==> config.mk <==
export PLATFORM = sky130hd
export DESIGN_NAME = servo_seq_ctrl
export DESIGN_NICKNAME = d
export VERILOG_FILES = /design/src/rtl/servo_seq_ctrl.sv
export SDC_FILE = /design/constraint.sdc
export NUM_CORES = 2
export LEC_CHECK = 0
export CAP_MARGIN = 25
export CORE_MARGIN = 2
export CORE_UTILIZATION = 50
export DETAILED_ROUTE_END_ITERATION = 16
export GPL_TIMING_DRIVEN = 0
export PLACE_DENSITY = 0.64
export SLEW_MARGIN = 20
export SYNTH_ARGS = -nofsm -noshare
export SYNTH_HDL_FRONTEND = slang
export SYNTH_SLANG_ARGS = --single-unit
==> constraint.sdc <==
create_clock -name clk -period 45.3 [get_ports clk]
set_input_delay 6.795 -clock clk [delete_from_list [all_inputs] [get_ports clk]]
set_output_delay 6.795 -clock clk [all_outputs]
set_load 0.1 [all_outputs]
==> src/rtl/servo_seq_ctrl.sv <==
// Multi-channel servo sequencer: one PWM pulse per frame per channel,
// stepping through a loadable per-mode table of poses and dwell counts.
module servo_seq_ctrl #(
    parameter int NUM_SERVO = 3,
    parameter int NUM_MODES = 2,
    parameter int NUM_STEPS = 8,
    parameter int PERIOD    = 1000000,
    parameter int PW_W      = 21,
    parameter int DWELL_W   = 8,
    parameter logic [NUM_SERVO*PW_W-1:0] HOME_PW = {NUM_SERVO{21'd75000}},
    localparam int MW = $clog2(NUM_MODES),
    localparam int SW = $clog2(NUM_STEPS),
    localparam int CW = $clog2(NUM_SERVO + 1)
) (
    input  logic                 clk,
    input  logic                 rst,
    input  logic                 start,
    input  logic [MW-1:0]        mode,
    input  logic                 abort,
    output logic                 busy,
    output logic                 done,
    output logic [MW-1:0]        done_mode,
    output logic [SW-1:0]        step_idx,
    input  logic                 tbl_we,
    input  logic [MW-1:0]        tbl_mode,
    input  logic [SW-1:0]        tbl_step,
    input  logic [CW-1:0]        tbl_chan,
    input  logic [PW_W-1:0]      tbl_data,
    output logic [NUM_SERVO-1:0] pwm_out
);

    typedef enum logic [1:0] {IDLE, ARM, RUN} state_t;

    localparam logic [PW_W-1:0] LAST = PW_W'(PERIOD - 1);

    state_t             state, state_nxt;
    logic [PW_W-1:0]    frame_cnt;
    logic [PW_W-1:0]    pw_cur [NUM_SERVO];
    logic [PW_W-1:0]    pw_tbl [NUM_MODES][NUM_STEPS][NUM_SERVO];
    logic [DWELL_W-1:0] dw_tbl [NUM_MODES][NUM_STEPS];
    logic [DWELL_W-1:0] remaining;
    logic [DWELL_W-1:0] dw0;
    logic [MW-1:0]      cur_mode;
    logic [SW-1:0]      nxt_step;
    logic               zd_done, home_pend;
    logic               fb, tick, wr_ok, start_ok, has_next;
    logic               arm_load, run_end, run_adv, run_fin, run_dec;

    always_comb begin
        fb       = (frame_cnt == LAST);
        tick     = fb && !abort;
        wr_ok    = tbl_we && (state == IDLE) && !busy;
        start_ok = start && !abort && (state == IDLE) && !busy;
        // A same-cycle dwell write must be visible to the start decision
        dw0 = dw_tbl[mode][0];
        if (wr_ok && tbl_mode == mode && tbl_step == '0 &&
            tbl_chan == CW'(NUM_SERVO))
            dw0 = tbl_data[DWELL_W-1:0];
        nxt_step = step_idx + 1'b1;
        has_next = (step_idx != SW'(NUM_STEPS - 1)) &&
                   (dw_tbl[cur_mode][nxt_step] != '0);
        arm_load = (state == ARM) && tick;
        run_end  = (state == RUN) && tick && (remaining == DWELL_W'(1));
        run_adv  = run_end && has_next;
        run_fin  = run_end && !has_next;
        run_dec  = (state == RUN) && tick && (remaining != DWELL_W'(1));
    end

    always_ff @(posedge clk or posedge rst) begin
        if (rst) state <= IDLE;
        else     state <= state_nxt;
    end

    always_comb begin
        state_nxt = state;
        unique case (state)
            IDLE: if (start_ok && dw0 != '0) state_nxt = ARM;
            ARM: begin
                if (abort)   state_nxt = IDLE;
                else if (fb) state_nxt = RUN;
            end
            RUN: if (abort || run_fin) state_nxt = IDLE;
            default: state_nxt = IDLE;
        endcase
    end

    always_comb begin
        done = zd_done || run_fin;
    end

    always_ff @(posedge clk or posedge rst) begin
        if (rst) begin
            busy      <= 1'b0;
            zd_done   <= 1'b0;
            done_mode <= '0;
            step_idx  <= '0;
            cur_mode  <= '0;
            remaining <= '0;
            home_pend <= 1'b0;
        end else begin
            zd_done <= start_ok && (dw0 == '0);
            if (start_ok)           busy <= 1'b1;
            else if (abort || done) busy <= 1'b0;
            if (start_ok && dw0 == '0) done_mode <= mode;
            else if (run_fin)          done_mode <= cur_mode;
            if (start_ok) begin
                step_idx <= '0;
                cur_mode <= mode;
            end else if (run_adv) begin
                step_idx <= nxt_step;
            end
            if (arm_load)     remaining <= dw_tbl[cur_mode][0];
            else if (run_adv) remaining <= dw_tbl[cur_mode][nxt_step];
            else if (run_dec) remaining <= remaining - 1'b1;
            // Homing waits for the frame boundary so no pulse is cut short
            if (fb)         home_pend <= 1'b0;
            else if (abort) home_pend <= 1'b1;
        end
    end

    always_ff @(posedge clk or posedge rst) begin
        if (rst) begin
            frame_cnt <= '0;
            pwm_out   <= '0;
            for (int c = 0; c < NUM_SERVO; c++)
                pw_cur[c] <= HOME_PW[c*PW_W +: PW_W];
        end else begin
            frame_cnt <= fb ? '0 : frame_cnt + 1'b1;
            for (int c = 0; c < NUM_SERVO; c++) begin
                pwm_out[c] <= (frame_cnt < pw_cur[c]);
                if (arm_load)
                    pw_cur[c] <= pw_tbl[cur_mode][0][c];
                else if (run_adv)
                    pw_cur[c] <= pw_tbl[cur_mode][nxt_step][c];
                else if (fb && (home_pend || abort))
                    pw_cur[c] <= HOME_PW[c*PW_W +: PW_W];
            end
        end
    end

    always_ff @(posedge clk or posedge rst) begin
        if (rst) begin
            for (int m = 0; m < NUM_MODES; m++)
                for (int s = 0; s < NUM_STEPS; s++) begin
                    dw_tbl[m][s] <= '0;
                    for (int c = 0; c < NUM_SERVO; c++)
                        pw_tbl[m][s][c] <= HOME_PW[c*PW_W +: PW_W];
                end
        end else if (wr_ok) begin
            if (tbl_chan < CW'(NUM_SERVO))
                pw_tbl[tbl_mode][tbl_step][tbl_chan] <= tbl_data;
            else if (tbl_chan == CW'(NUM_SERVO))
                dw_tbl[tbl_mode][tbl_step] <= tbl_data[DWELL_W-1:0];
        end
    end

endmodule

==> reports/metrics.yaml <==
outcome:
  status: "complete, no violations"
timing:
  worst_clock_skew_ns: 0.0278
  tightest_slew_ns: 1.16
  finalSetupTns_ns: 0
  fin_crit_ns: 16.10
  rsz0062_at_grt: "false"
  setup_viol: 0
  fin_ws_ns: 29.20
  max_slew_margin_pct: 22.6
  slew_viol_final: 0
  whs_ns: 0.480
  finalCritPeriodShare_pct: 35.5
  fmax_ghz: 0.0621
  hold_viol: 0
clock_network:
  ctsResizeCount: 0
  cts_root_buf: "clkbuf_16"
  path_clk_slew_ns: 0.06
  cts.htree.levels: 4
  cts_tree: "done"
  clkSinkCount: 1241
  postCtsHoldBufs: 0
  cts_setup_buffers: 0
  cts_buffers: 136
  clkLatencyLatePin_ns: 0.76
  cts.path.max_buffers: 3
floorplanning:
  core-area_um2: 116000
  ioPinCount: 42
  die_w_um: 346
  fp-row-count: 125
  dieArea_um2: 120000
  dieHeight_um: 346
  start_util_pct: 50.4
worst_setup_path:
  path_max_fanout: 10
  r2r_start: "cur_mode$_DFFE_PP0P_"
  ff2ff_path_depth: 11
  cp_slowest_cell: "clkdlybuf4s50_1"
  path_delay_family: "buffers and inverters"
  crit_cells: 6
  cp_slowest_stage_delay_ns: 1.12
  worstPathCellList: "clkbuf_1 -> or2_2 -> nor3_1 -> and2_1 -> or2_2 -> clkdlybuf4s50_1"
  critical_path_class: "in -> out"
  critPathLaunch: "abort"
  cp_common_cell: "or2_2"
  worstPathArrival_ns: 9.30
  required_ns: 38.51
  endpoint_kind: "primary output"
  startpoint_type: "primary input"
  critPathBufInv: 2
finish:
  finalNonFillerCells: 5825
  drive_gt1_share_pct: 52.6
  n_fill_cell: 9405
  nNetsFinal: 4280
  syn2layout_area_growth_pct: 12.6
route:
  drt_iter0_drc: 3422
  routed_wl_mm: 187
  ant_nets: 0
  post-route-drc-count: 0
  viasPerCell: 6.24
  drt_pass1_iterations: 7
  avgRoutedWirePerCell_um: 32.1
  num_vias: 36355
synth:
  synthArstFlopShare_pct: 100
  synth_nets: 4085
  ys_seq_elements: 1241
  synth_cells: 3987
  synth_edf_count: 0
  synth_cell_type_count: 63
  syn_avg_cell_area_um2: 14.7
  synth.most_common_cell: "mux2_2"
  synth_area_leaders: "dfrtp_1 (36%), mux2_2 (22%), dfstp_2 (18%)"
  yosysTopAreaCell: "dfrtp_1"
  ys_seq_area_share_pct: 53.9
  synth_top_flop_cell: "dfrtp_1"
  synth_warnings: 0
  syn_area_um2: 58500
  ys_top_cells_by_count: "mux2_2 (1168), dfrtp_1 (833), dfstp_2 (408)"
  synth_top_area_share_pct: 35.6
placement:
  gp_congestion: 0.934
  place_ws_ns: 29.19
  place.port_buffers: 24
  dpl.hpwl_mm: 139
  dp_cells: 5563
job:
  maxCapViolations: 0
global_routing:
  antenna_found_initial: 19
  groute.usage.overall_pct: 31.6
  grt_max_degree: 105
  overflow: 0
  grt_pass1_wl_mm: 270
  first_global_vias: 36842
pwr:
  power.total_mw: 2.83
  ir_drop_uv: 37.5
  p_per_area_nw_per_um2: 42.9
  p_leak_nw: 29.9
hold_path:
  hold_path_class: "reg -> reg"
  hold_path_startpoint: "pw_cur[2]$_DFFE_PP0P_"
  holdPathStages: 2
-- worst paths after layout --
check / end / slack (ns)
setup / recovery: done / 29.20
hold / removal: pw_cur[2]$_DFFE_PP0P_ / 0.48
setup reg to reg: pw_cur[48]$_DFFE_PP1P_ / 40.14
hold reg to reg: pw_cur[2]$_DFFE_PP0P_ / 0.48
max in group asynchronous: pw_tbl[187]$_DFFE_PP0P_ / 36.63
min in group asynchronous: pw_tbl[842]$_DFFE_PP0P_ / 6.56
-- registers in the layout, summed over array words and instances, names as in the netlist --
name / cells
frame_cnt: 21
state: 2
remaining: 8
pw_tbl: 1008
pw_cur: 63
dw_tbl: 128
busy: 1
pwm_out: 3
zd_done: 1
cur_mode: 1
home_pend: 1
done_mode: 1
step_idx: 3
-- cell usage in the layout (no fill, tap or decap), types with 12 or more instances in the layout --
cell,count
ha_1,65
mux2_1,38
a22oi_1,12
a21oi_2,25
buf_2,95
o21ai_0,78
o22ai_1,25
mux2_2,1168
xor2_1,18
mux2i_1,73
nand2_1,246
a21o_1,20
clkbuf_1,264
clkbuf_2,15
dfrtp_1,833
nand3_1,52
clkdlybuf4s50_1,24
dfstp_2,408
mux4_2,284
inv_1,68
clkbuf_8,35
buf_16,18
nor2_1,61
a21oi_1,24
clkbuf_16,145
clkinv_2,17
nor3_1,12
-- where the power goes --
part | internal (mW) | switching [mW] | leakage (nW)
registers | 1.24 | 0.0545 | 15.5
clock network | 0.662 | 0.463 | 2.24
logic | 0.188 | 0.220 | 12.2
-- metal layers --
layer	share of wire [%]	vias up	track usage, %
li1	-	14957	-
met1	44	19795	45.4
met2	44	1329	47.2
met3	9.0	260	8.99
met4	2.6	14	8.59
met5	0.051	-	0
-- through the flow --
| stage | util, % | area (um^2) |
|---|---|---|
| after floorplan | - | 58500 |
| after global placement | 52.2 | 60700 |
| after detailed placement | 52.8 | 61300 |
| after CTS | 56.7 | 65900 |
| after global routing | 56.7 | 65900 |
| final | 56.7 | 65900 |
-- worst register-to-register path: stages (launching register included) --
cell,delay [ns]
dfrtp_1,0.33
buf_2,0.28
buf_2,0.35
buf_4,0.32
buf_4,0.26
buf_2,0.37
buf_2,0.49
buf_2,0.71
mux4_2,0.47
mux4_2,0.51
o22ai_1,0.89
a21oi_2,0.05
-- layout make-up --
class	count	area (um^2)	area share, %
multi-input cells	2324	25200	38.2
repair buffers	57	905	1.37
clock inverters	28	260	0.395
flip-flops and latches	1241	31600	47.9
clock buffers	223	4270	6.48
diodes	6	15.0	0.0228
well taps	1524	1910	2.89
inverters	70	270	0.410
plain buffers	352	1530	2.32
-- cells by family after synthesis --
family	share of synthesized area (%)
adder cells (fa/ha/maj)	1.39
buffers and inverters	3.02
multiplexers	35.4
flip-flops	53.9
AO/OA/AOI/OAI	2.35
XOR/XNOR	0.359
AND/OR/NAND/NOR	3.57
No activity file was read; power rests on OpenSTA's default activity.
